===== src/rtl/haar_pkg.sv =====
`default_nettype none
// +-------------------------------------------------------------------------+
// | haar_pkg : shared FSM state type and sizing helper for the Haar cascade |
// | Rev 1.0                                                                  |
// +-------------------------------------------------------------------------+
package haar_pkg;

  typedef enum logic [1:0] {
    IDLE    = 2'd0,
    ACCUM   = 2'd1,
    COMPARE = 2'd2,
    DONE    = 2'd3
  } haar_state_t;

  // Stage index must also encode NUM_STAGE itself ("no stage failed").
  function automatic int stage_idx_w(input int num_stage);
    return $clog2(num_stage + 1);
  endfunction

endpackage : haar_pkg
`default_nettype wire


===== src/rtl/haar_sat_accumulator.sv =====
`default_nettype none
// +-------------------------------------------------------------------------+
// | haar_sat_accumulator : signed accumulator that clamps at ACC_WIDTH      |
// | max/min instead of wrapping.                                             |
// | Rev 1.0                                                                  |
// +-------------------------------------------------------------------------+
module haar_sat_accumulator #(
  parameter int DATA_WIDTH = 16,
  parameter int ACC_WIDTH  = 24
) (
  input  logic                         clk,
  input  logic                         rst_n,
  input  logic                         i_clear,
  input  logic                         i_enable,
  input  logic signed [DATA_WIDTH-1:0] i_data,
  output logic signed [ACC_WIDTH-1:0]  o_acc
);

  localparam logic signed [ACC_WIDTH-1:0] c_acc_max = {1'b0, {(ACC_WIDTH-1){1'b1}}};
  localparam logic signed [ACC_WIDTH-1:0] c_acc_min = {1'b1, {(ACC_WIDTH-1){1'b0}}};

  logic signed [ACC_WIDTH-1:0] r_acc;
  logic signed [ACC_WIDTH-1:0] w_data_ext;
  logic signed [ACC_WIDTH:0]   w_sum;
  logic signed [ACC_WIDTH-1:0] w_sat;

  assign w_data_ext = ACC_WIDTH'(i_data);
  assign w_sum      = (ACC_WIDTH+1)'(r_acc) + (ACC_WIDTH+1)'(w_data_ext);

  // One guard bit: the top two bits differ only on overflow, and the guard bit
  // gives the true sign of the result.
  always_comb begin
    w_sat = w_sum[ACC_WIDTH-1:0];
    if (w_sum[ACC_WIDTH] != w_sum[ACC_WIDTH-1]) begin
      w_sat = w_sum[ACC_WIDTH] ? c_acc_min : c_acc_max;
    end
  end

  always_ff @(posedge clk or negedge rst_n) begin
    if (!rst_n) begin
      r_acc <= '0;
    end else if (i_clear) begin
      r_acc <= '0;
    end else if (i_enable) begin
      r_acc <= w_sat;
    end
  end

  assign o_acc = r_acc;

endmodule : haar_sat_accumulator
`default_nettype wire


===== src/rtl/haar_cascade_evaluator.sv =====
`default_nettype none
// +-------------------------------------------------------------------------+
// | haar_cascade_evaluator : accumulates tree votes per cascade stage,      |
// | compares against stage thresholds and reports the window verdict.       |
// | Rev 1.0                                                                  |
// +-------------------------------------------------------------------------+
module haar_cascade_evaluator
  import haar_pkg::*;
#(
  parameter int  DATA_WIDTH_16 = 16,
  parameter int  NUM_STAGE     = 10,
  parameter int  ACC_WIDTH     = 24,
  parameter bit  EARLY_EXIT    = 1'b1,
  localparam int STAGE_IDX_W   = stage_idx_w(NUM_STAGE)
) (
  input  logic                               clk_fpga,
  input  logic                               reset_fpga,
  input  logic                               i_window_start,
  input  logic                               i_vote_valid,
  output logic                               o_vote_ready,
  input  logic signed [DATA_WIDTH_16-1:0]    i_vote,
  input  logic                               i_vote_last,
  input  logic [NUM_STAGE*DATA_WIDTH_16-1:0] i_threshold,
  output logic [STAGE_IDX_W-1:0]             o_stage_index,
  output logic                               o_flush,
  output logic                               o_busy,
  output logic [NUM_STAGE-1:0]               o_pass_mask,
  output logic [STAGE_IDX_W-1:0]             o_reject_stage,
  output logic                               o_candidate,
  output logic                               o_inspect_done
);

  localparam logic [STAGE_IDX_W-1:0] c_no_reject  = STAGE_IDX_W'(NUM_STAGE);
  localparam logic [STAGE_IDX_W-1:0] c_last_stage = STAGE_IDX_W'(NUM_STAGE - 1);

  haar_state_t r_state;
  haar_state_t w_next;

  logic [STAGE_IDX_W-1:0]      r_stage_idx;
  logic [NUM_STAGE-1:0]        r_pass_mask;
  logic [STAGE_IDX_W-1:0]      r_reject;
  logic                        r_candidate;
  logic                        r_flush;
  logic                        r_inspect_done;
  logic                        r_busy;
  logic                        r_vote_ready;

  logic                        w_handshake;
  logic                        w_start;
  logic                        w_advance;
  logic                        w_flush;
  logic                        w_pass;
  logic                        w_last_stage;
  logic                        w_acc_clear;
  logic [NUM_STAGE-1:0]        w_mask_upd;
  logic signed [DATA_WIDTH_16-1:0] w_thr;
  logic signed [ACC_WIDTH-1:0] w_thr_ext;
  logic signed [ACC_WIDTH-1:0] w_acc;

  // Ready is registered and only ever high in ACCUM, so it also gates votes.
  assign w_handshake  = i_vote_valid & r_vote_ready;
  assign w_start      = (r_state == IDLE) & i_window_start;
  assign w_last_stage = (r_stage_idx == c_last_stage);
  assign w_acc_clear  = w_start | w_advance;

  assign w_thr     = i_threshold[int'(r_stage_idx)*DATA_WIDTH_16 +: DATA_WIDTH_16];
  assign w_thr_ext = ACC_WIDTH'(w_thr);
  assign w_pass    = (w_acc >= w_thr_ext);

  always_comb begin
    w_mask_upd              = r_pass_mask;
    w_mask_upd[r_stage_idx] = w_pass;
  end

  haar_sat_accumulator #(
    .DATA_WIDTH (DATA_WIDTH_16),
    .ACC_WIDTH  (ACC_WIDTH)
  ) u_acc (
    .clk      (clk_fpga),
    .rst_n    (reset_fpga),
    .i_clear  (w_acc_clear),
    .i_enable (w_handshake),
    .i_data   (i_vote),
    .o_acc    (w_acc)
  );

  always_comb begin
    w_next    = r_state;
    w_advance = 1'b0;
    w_flush   = 1'b0;
    case (r_state)
      IDLE: begin
        if (i_window_start) w_next = ACCUM;
      end
      ACCUM: begin
        if (w_handshake && i_vote_last) w_next = COMPARE;
      end
      COMPARE: begin
        if (w_last_stage) begin
          w_next = DONE;
        end else if (!w_pass && EARLY_EXIT) begin
          w_next  = DONE;
          w_flush = 1'b1;
        end else begin
          w_next    = ACCUM;
          w_advance = 1'b1;
        end
      end
      DONE: begin
        w_next = IDLE;
      end
      default: begin
        w_next = IDLE;
      end
    endcase
  end

  // Status outputs are derived from the next state so they line up with it.
  always_ff @(posedge clk_fpga or negedge reset_fpga) begin
    if (!reset_fpga) begin
      r_state        <= IDLE;
      r_stage_idx    <= '0;
      r_pass_mask    <= '0;
      r_reject       <= c_no_reject;
      r_candidate    <= 1'b0;
      r_flush        <= 1'b0;
      r_inspect_done <= 1'b0;
      r_busy         <= 1'b0;
      r_vote_ready   <= 1'b0;
    end else begin
      r_state        <= w_next;
      r_vote_ready   <= (w_next == ACCUM);
      r_busy         <= (w_next != IDLE);
      r_flush        <= w_flush;
      r_inspect_done <= (r_state == COMPARE) && (w_next == DONE);

      if (w_start) begin
        r_stage_idx <= '0;
        r_pass_mask <= '0;
        r_candidate <= 1'b0;
        r_reject    <= c_no_reject;
      end

      if (r_state == COMPARE) begin
        r_pass_mask <= w_mask_upd;
        if (!w_pass && (r_reject == c_no_reject)) begin
          r_reject <= r_stage_idx;
        end
        if (w_advance) begin
          r_stage_idx <= r_stage_idx + STAGE_IDX_W'(1);
        end else begin
          r_candidate <= &w_mask_upd;
        end
      end
    end
  end

  assign o_vote_ready   = r_vote_ready;
  assign o_busy         = r_busy;
  assign o_stage_index  = r_stage_idx;
  assign o_pass_mask    = r_pass_mask;
  assign o_reject_stage = r_reject;
  assign o_candidate    = r_candidate;
  assign o_flush        = r_flush;
  assign o_inspect_done = r_inspect_done;

endmodule : haar_cascade_evaluator
`default_nettype wire


===== config.mk =====
export PLATFORM = sky130hd
export DESIGN_NAME = haar_cascade_evaluator
export DESIGN_NICKNAME = d
export VERILOG_FILES = /design/src/rtl/haar_pkg.sv /design/src/rtl/haar_sat_accumulator.sv /design/src/rtl/haar_cascade_evaluator.sv
export SDC_FILE = /design/constraint.sdc
export NUM_CORES = 1
export LEC_CHECK = 0
export CORE_MARGIN = 4
export CORE_UTILIZATION = 30
export DETAILED_ROUTE_END_ITERATION = 16
export DONT_BUFFER_PORTS = 1
export GPL_TIMING_DRIVEN = 0
export PLACE_DENSITY = 0.44
export SYNTH_ARGS = -nofsm -noshare
export SYNTH_HDL_FRONTEND = slang
export SYNTH_HIERARCHICAL = 1
export SYNTH_SLANG_ARGS = --single-unit
export TNS_END_PERCENT = 30

===== constraint.sdc =====
create_clock -name clk_fpga -period 5.8 [get_ports clk_fpga]
set_input_delay 1.16 -clock clk_fpga [delete_from_list [all_inputs] [get_ports clk_fpga]]
set_output_delay 1.16 -clock clk_fpga [all_outputs]
set_load 0.02 [all_outputs]

==> results of run 1 <==
[stage by stage]
stage,setup slack (ps),utilization
after detailed placement,813,0.321
final,799,0.329
after floorplan,1780,-
after global placement,871,0.321
after global routing,346,0.329
after CTS,768,0.329
[registers in the layout, indices dropped and copies added, names as in the netlist]
register / cells
o_flush: 1
o_busy: 1
o_vote_ready: 1
u_acc/o_acc: 24
o_pass_mask: 10
o_reject_stage: 4
o_inspect_done: 1
o_candidate: 1
r_state: 2
o_stage_index: 4
[path summary, 6_finish.rpt]
path                                           to  cells after the start              from  slack, ps
worst min-delay path              u_acc/o_acc[18]                      2   u_acc/o_acc[18]        530
worst max-delay path               u_acc/o_acc[1]                     15  o_stage_index[1]        800
min in group asynchronous          o_pass_mask[9]                      0        reset_fpga        550
worst min register to register    u_acc/o_acc[18]                      2   u_acc/o_acc[18]        530
max in group asynchronous       o_reject_stage[3]                      0        reset_fpga       5070
worst max register to register     u_acc/o_acc[1]                     15  o_stage_index[1]        800
[tightest hold or removal path: stages, from the launching register on]
cell and delay (ps):
dfrtp_1 380, nand2_1 70, o21ai_2 50
[layer usage]
layer,vias up,track usage,share of wire,routed length (µm)
met5,-,0,0,0
met4,0,0.0280,0.0099,175
met3,14,0.0311,0.051,901
met2,130,0.278,0.50,8790
met1,2280,0.228,0.44,7760
li1,2222,-,-,-
[layout by cell type, fill, tap and decap left out, types with 6 or more instances in the layout]
cell,instances
a21o_1,7
clkbuf_1,15
buf_2,7
o21ai_2,23
dfrtp_1,47
o21ai_0,32
o22a_1,15
inv_1,9
mux2i_1,33
ha_1,52
nand3_1,14
nor2_1,38
a21oi_1,38
nor3_1,6
xnor2_1,11
nand4_1,8
nand2_1,54
xor2_1,7
nor2b_1,7
o21a_1,7
mux4_2,32
[where the power goes]
part / leakage (nW) / internal [mW] / switching (mW) / total (mW)
Combinational: 1.73 / 0.810 / 1.05 / 1.86
Sequential: 0.638 / 0.450 / 0.158 / 0.608
Clock: 0.0712 / 0.161 / 0.138 / 0.300
Total: 2.44 / 1.42 / 1.35 / 2.77
[cell type report]
cell class,count,area (µm²)
Tap cell,229,287
Multi-Input combinational cell,477,4030
Antenna cell,1,2.50
Inverter,10,37.5
Buffer,28,155
Clock buffer,6,129
Sequential cell,49,1230
Fill cell,1855,12000
Clock inverter,2,13.8
[cells by family (layout without fill, tap and decap cells)]
group	after synthesis	in the layout	synth area share
muxes	68	68	0.200
DFF	49	49	0.225
other	0	1	0
buffers and inverters	38	46	0.0353
AOI/OAI and AO/OA	182	182	0.246
and+or+nand+nor	155	155	0.138
xor gates and xnor gates	19	19	0.0319
adders and majority gates	53	53	0.123
==> run_results.csv, run 1 <==
group,metric,value,unit
outcome,status,"complete, no violations",
yosys,yosys-top-cells-count,"nand2_1, ha_1, dfrtp_1, a21oi_1, nor2_1",
yosys,ys_ff_latch,49,
placement,placedCellCount,793,
cells_and_area,instances_no_fill,802,
critical_path,worst-setup-path-type,"reg -> reg",
flow_run,maxCapViolCount,0,
critical_path,slowest_stage,"clkbuf_1",
critical_path,cp.required,6020,ps
floorplanning,fp.dieW,143,µm
routing,vias,4646,
floorplanning,dieArea,0.0204,mm²
global_routing,overflow,0,
timing,clock.fmax,200,MHz
yosys,syn_area,0.00545,mm²
yosys,synthDistinctLibCells,75,
routing,drt-pass1-iter-count,6,
cts,clk_transition_reported_paths,80,ps
yosys,yosys.area.top_type,"dfrtp_1",
critical_path,cp-end-kind,"flop",
yosys,synth-edff-count,0,
cts,root_buffer,"clkbuf_16",
timing,fin_crit,5000,ps
power,leakage,2.44,nW
yosys,yosys.cell_count.top_type,"nand2_1",
timing,holdWs,531,ps
yosys,seq_area_frac_synth,0.225,
placement,placed_area,0.00574,mm²
routing,viasPerCell,5.79,
timing,relSlewSlack,0.501,
power,ir_drop,0.185,mV
cts,postCtsResizedCells,0,
critical_path,crit_chain,"clkbuf_1 > clkbuf_1 > mux4_2 > mux2i_1 > o22a_1 > ha_1 > a21oi_1 > o21ai_0 > a21o_1 > o311ai_0 > nand3_1 > nor2_1 > clkbuf_1 > nand2_1 > o21ai_2",
floorplanning,fp-row-count,49,
yosys,synth_area_leaders,"dfrtp_1, mux4_2, ha_1",
cts,htree_levels,2,
critical_path,cp.buffers_inverters,3,
critical_path,cpPeakStageDelay,550,ps
global_routing,grt.total_usage,0.166,
yosys,synth_async_sr_flop_share,1.00,
cts,clock-sinks,49,
timing,maxSlewViolCount,0,
cells_and_area,layout-drive-gt1-share,0.164,
power,p_per_area,471,mW/mm²
critical_path,worstPathArrival,5230,ps
cells_and_area,final_area,0.00588,mm²
timing,worst_pin_slew,748,ps
cts,worstSkewPairLatency,300,ps
timing,finalHoldViolCount,0,
routing,wl,17600,µm
routing,wl_per_cell,22.0,µm
power,total_power,2.77,mW
routing,route.detailed.drc,0,
critical_path,worst-path-max-fanout,10,
floorplanning,start_util,0.305,
critical_path,crit_family,"buffers and inverters",
hold_path,hp-class,"reg -> reg",
yosys,syn_nets,798,
cts,cts_tree,"done",
yosys,synthCells,564,
placement,gp_congestion,0.846,
floorplanning,coreArea,0.0179,mm²
critical_path,path_common_cell,"clkbuf_1",
cells_and_area,nNetsFinal,805,
cts,clock_path_buffers,2,
routing,drt_iter0_drc,235,
critical_path,start_kind,"flop",
timing,rsz0062_at_grt,"no",
cts,cts_buffers,5,
cts,postCtsSetupBuffers,0,
yosys,synth_top_area_share,0.216,
global_routing,grt_pass1_wl,26800,µm
routing,ant_nets,0,
timing,setup-violations-final,0,
floorplanning,die_h,143,µm
floorplanning,ios,204,
yosys,ys.flop_type,"dfrtp_1",
placement,io_buffers,0,
yosys,avgSynthCellArea,9.67,µm²
timing,setup_tns,0,ps
timing,skew,16.6,ps
timing,post-route-period-util,0.862,
global_routing,grt_max_degree,50,
cells_and_area,syn2layout_area_growth,7.92,%
global_routing,grt_antenna_before_repair,0,
cts,cts_hold_buf,0,
global_routing,grt_pass1_vias,4708,
placement,dp_hpwl,14700,µm
yosys,yosys_warnings,6,
(Power assumes the default switching activity.)
==> inputs of run 2 (changes only) <==
Settings changed: PLACE_DENSITY 0.44 to 0.45.
==> run 2 against run 1 <==
Non-clock buffer count is the same. Sequential cell count is the same. Design area grew 0.28%. Sequential share of layout area shrank 0.058 points. Routed wire length shrank 2.8%. Critical path depth is the same. First-iteration DRC count shrank 15%. Utilization grew 0.091 points. Combinational power is essentially flat. Maximum frequency grew 1.8%. Total power grew 0.47%. Largest cell class unchanged. Largest power group unchanged. Highest routed layer unchanged.
==> run_results.csv, run 2 (synthesized netlist as in run 1, its figures left out) <==
group,metric,value,unit
outcome,status,"complete, no violations",
routing,drt-pass1-iter-count,5,
timing,relSlewSlack,0.543,
placement,gp_congestion,0.890,
floorplanning,coreArea,0.0179,mm²
cells_and_area,mostFrequentLayoutCells,"nand2_1, ha_1, dfrtp_1",
placement,dp_hpwl,14400,µm
placement,io_buffers,0,
critical_path,worst-path-max-fanout,10,
routing,wl_per_cell,21.4,µm
global_routing,globalRouteMet1Util,0.220,
timing,worst_slack,888,ps
cells_and_area,fin_util,0.330,
cts,cts_hold_buf,0,
cts,worstSkewPairLatency,300,ps
flow_run,maxCapViolCount,0,
floorplanning,fp.dieW,143,µm
critical_path,worstPathArrival,5140,ps
floorplanning,start_util,0.305,
critical_path,worst-path-stages,15,
global_routing,grt_max_degree,50,
floorplanning,ios,204,
placement,placedCellCount,793,
critical_path,path_common_cell,"clkbuf_1",
timing,rsz0062_at_grt,"no",
power,leakage,2.45,nW
routing,vias,4645,
routing,drt_iter0_drc,199,
global_routing,use_met2,0.270,
cells_and_area,final_common_cell,"nand2_1",
timing,maxSlewViolCount,0,
critical_path,start_kind,"flop",
power,total_power,2.78,mW
cts,postCtsResizedCells,0,
cts,postCtsSetupBuffers,0,
cts,cts_buffers,5,
global_routing,grt_antenna_before_repair,0,
critical_path,crit_family,"buffers and inverters",
critical_path,reg2regPathDepth,15,
placement,pre_cts_ws,884,ps
timing,finalHoldViolCount,0,
floorplanning,dieArea,0.0204,mm²
timing,worst_pin_slew,686,ps
cts,cts_tree,"done",
global_routing,grt.total_usage,0.164,
cts,clk_transition_reported_paths,70,ps
power,ir_drop,0.195,mV
floorplanning,die_h,143,µm
cts,root_buffer,"clkbuf_16",
power,p_per_area,472,mW/mm²
routing,wl,17100,µm
global_routing,grt_pass1_wl,26500,µm
critical_path,cp-end-kind,"flop",
global_routing,grt_pass1_vias,4760,
critical_path,worst-setup-path-type,"reg -> reg",
cells_and_area,largest_register_ffs,24,
critical_path,cp.required,6030,ps
cells_and_area,layout-drive-gt1-share,0.166,
routing,viasPerCell,5.80,
critical_path,cpPeakStageDelay,540,ps
critical_path,slowest_stage,"clkbuf_1",
global_routing,overflow,0,
timing,fin_crit,4910,ps
cts,clock_path_buffers,2,
hold_path,whs_path_depth,2,
timing,clock.fmax,204,MHz
critical_path,crit_chain,"clkbuf_1 > clkbuf_1 > mux4_2 > mux2i_1 > o22a_1 > ha_1 > a21oi_1 > o21ai_0 > a21o_1 > o311ai_0 > nand3_1 > nor2_1 > clkbuf_1 > nand2_1 > o21ai_2",
cells_and_area,syn2layout_area_growth,8.21,%
routing,ant_nets,0,
cts,clock-sinks,49,
global_routing,busiest_layer,"met2",
hold_path,hp-class,"reg -> reg",
cells_and_area,instances_no_fill,801,
routing,route.detailed.drc,0,
cells_and_area,nNetsFinal,805,
cts,htree_levels,2,
timing,setup-violations-final,0,
global_routing,met3_usage,0.0395,
timing,post-route-period-util,0.847,
timing,skew,12.7,ps
critical_path,cp.buffers_inverters,3,
floorplanning,fp-row-count,49,
cells_and_area,antenna_cells,0,
timing,setup_tns,0,ps
[run 2: routing by layer]
| metal | vias up | wire length [µm] |
|---|---|---|
| met3 | 18 | 967 |
| met1 | 2256 | 7520 |
| li1 | 2225 | - |
| met5 | - | 0 |
| met2 | 146 | 8390 |
| met4 | 0 | 240 |
[run 2: where the power goes]
part / total, mW / leakage (nW) / internal, mW / switching (mW)
sequential: 0.606 / 0.638 / 0.450 / 0.156
clock: 0.319 / 0.0805 / 0.185 / 0.134
combinational: 1.86 / 1.73 / 0.809 / 1.05
[run 2: stage by stage]
step | hold slack, ps | cell area (µm²)
CTS | 549 | 5900
floorplan | 479 | 5450
finish | 545 | 5900
global placement | 538 | 5740
global route | 539 | 5900
detailed placement | 534 | 5740
[run 2: path summary, 6_finish.rpt]
path                                  start                end  slack (ps)
max                        o_stage_index[1]     u_acc/o_acc[6]         890
min                          u_acc/o_acc[0]     u_acc/o_acc[0]         550
max reg2reg                o_stage_index[1]     u_acc/o_acc[6]         890
min reg2reg                  u_acc/o_acc[0]     u_acc/o_acc[0]         550
max in group asynchronous        reset_fpga  o_reject_stage[3]        5060
min in group asynchronous        reset_fpga     o_pass_mask[4]         560
[run 2: layout make-up]
class / instances / area, µm²
well taps: 229 / 287
clock buffers: 7 / 153
multi-input cells: 477 / 4030
fillers: 1869 / 12000
plain buffers: 28 / 155
inverters: 10 / 37.5
flip-flops and latches: 49 / 1230
clock inverters: 1 / 8.76
[run 2: worst reg2reg max path, delay by kind of cell (launching register included)]
family | cells | cell delay (ps)
compound gates | 6 | 1230
mux | 2 | 560
fa+ha+maj | 1 | 380
simple gates | 3 | 830
flops | 1 | 520
buf+inv | 3 | 1340
==> inputs of run 3 (changes only) <==
Settings changed: PLACE_DENSITY 0.45 to 0.46.
Clock period 5.8 ns to 4 ns, I/O delays scaled along.
==> run 3 against run 2 <==
Register-to-register slack worse by 680 ps. Sequential share of layout area down 0.59 points. Via count up 0.60%. Clock power up 55%. Critical path depth down 2. Total power up 52%. Design area up 3.1%. Worst hold slack worse by 350 ps. Critical endpoint is now o_stage_index[1]. Worst setup slack worse by 680 ps. Global-route usage down 0.13 points. Clock-buffer cell count down 2.
==> run_results.csv, run 3 (synthesized netlist as in run 1, its figures left out) <==
group,metric,value,unit
routing,wl_per_cell,21.7,µm
cts,cts_hold_buf,0,
critical_path,cp-end-kind,"flop",
power,p_per_area,695,mW/mm²
global_routing,grt_pass1_vias,4718,
hold_path,hp-class,"in -> async",
floorplanning,dieArea,0.0204,mm²
timing,worst_pin_slew,525,ps
global_routing,grt.total_usage,0.162,
critical_path,slowest_stage,"mux4_2",
cts,clock-sinks,49,
critical_path,crit_chain,"buf_8 > buf_6 > mux4_2 > mux2i_2 > o22a_1 > ha_1 > a21oi_1 > a31oi_1 > o31a_1 > buf_4 > o31a_4 > o21ai_2 > mux2_4",
placement,io_buffers,0,
cts,clk_transition_reported_paths,70,ps
floorplanning,fp-row-count,49,
critical_path,worst-path-max-fanout,10,
critical_path,worstPathArrival,3980,ps
outcome,status,"complete, no violations",
cells_and_area,seq_area,0.00123,mm²
cts,cts_tree,"done",
critical_path,timing.rr.start,"o_stage_index[0]",
timing,finalHoldViolCount,0,
cells_and_area,antenna_cells,0,
cells_and_area,final_common_cell,"nand2_1",
timing,clock.fmax,264,MHz
timing,setup-violations-final,0,
global_routing,grt_pass1_wl,26200,µm
cells_and_area,largest_register_ffs,24,
timing,fin_crit,3790,ps
critical_path,cp.required,4190,ps
routing,drt-pass1-iter-count,4,
cells_and_area,nNetsFinal,812,
global_routing,grt_max_degree,50,
routing,ant_nets,0,
timing,relSlewSlack,0.649,
global_routing,overflow,0,
power,leakage,2.51,nW
cts,clock_path_buffers,2,
cells_and_area,layout-drive-gt1-share,0.211,
cts,htree_levels,2,
floorplanning,fp.dieW,143,µm
floorplanning,start_util,0.305,
critical_path,cp-startpoint,"o_stage_index[0]",
cts,root_buffer,"clkbuf_16",
cts,cts_buffers,5,
critical_path,cpPeakStageDelay,520,ps
timing,holdWs,195,ps
timing,post-route-period-util,0.948,
floorplanning,die_h,143,µm
cells_and_area,fillers,1852,
placement,gp_congestion,0.860,
flow_run,maxCapViolCount,0,
cells_and_area,instances_no_fill,808,
critical_path,start_kind,"flop",
placement,dp_hpwl,14500,µm
floorplanning,ios,204,
cells_and_area,mostFrequentLayoutCells,"nand2_1, ha_1, dfrtp_1",
timing,maxSlewViolCount,0,
cells_and_area,multi_input_area,0.00410,mm²
routing,wl,17600,µm
routing,viasPerCell,5.78,
placement,placedCellCount,793,
floorplanning,coreArea,0.0179,mm²
power,ir_drop,0.276,mV
routing,drt_iter0_drc,192,
cts,worstSkewPairLatency,300,ps
timing,skew,13.1,ps
cells_and_area,syn2layout_area_growth,11.6,%
routing,route.detailed.drc,0,
critical_path,worst-setup-path-type,"reg -> reg",
routing,vias,4673,
global_routing,grt_antenna_before_repair,0,
## run 3: worst paths after layout
check,end,slack (ps),cells past startpoint
max,o_stage_index[1],210,13
max in group asynchronous,o_reject_stage[3],3610,0
min in group clk_fpga,u_acc/o_acc[2],530,2
min reg2reg,u_acc/o_acc[2],530,2
max reg2reg,o_stage_index[1],210,13
min,o_pass_mask[2],200,0
## run 3: what timing repair did
action | CTS | global route
setup buffers | 4 | 2
gates resized for setup | 24 | 24
endpoints found under the setup margin | 47 | 24
cloned | 0 | 1
pin swaps | 1 | 2
## run 3: stage by stage
step                      cell area [µm²]  TNS (ps)  total power, mW   util  setup slack (ps)
after global placement               5740    -19020             3.56  0.321              -844
after detailed placement             5740    -21570             3.60  0.321              -897
after floorplan                      5450         0             3.00      -              42.7
final                                6080         0             4.23  0.340               210
after CTS                            5990         0             4.18  0.335              34.9
after global routing                 6080     -1.93             4.61  0.340             -1.93
## run 3: worst max-delay path: cells and delay by family (launching register included)
family | cells | cell delay [ps]
compound gates | 6 | 1370
fa+ha+maj | 1 | 260
buf+inv | 3 | 520
flops | 1 | 480
mux | 3 | 1040
## run 3: report_power, final
group / internal, mW / switching [mW]
Combinational: 1.27 / 1.57
Clock: 0.297 / 0.198
Sequential: 0.654 / 0.232
## run 3: final cells by class
class                           instances  area share
Buffer                                 28      0.0356
Clock inverter                          3     0.00720
Sequential cell                        49       0.202
Multi-Input combinational cell        478       0.673
Inverter                               10     0.00658
Timing Repair Buffer                    6     0.00740
Clock buffer                            5      0.0206
Tap cell                              229      0.0471
## run 3: metal layers
| metal | track usage | vias up | wire length, µm | part of all wire |
|---|---|---|---|---|
| li1 | - | 2240 | - | - |
| met1 | 0.221 | 2274 | 7610 | 0.43 |
| met2 | 0.265 | 141 | 8670 | 0.49 |
| met3 | 0.0345 | 18 | 989 | 0.056 |
| met4 | 0.0365 | 0 | 289 | 0.016 |
| met5 | 0 | - | 0 | 0 |
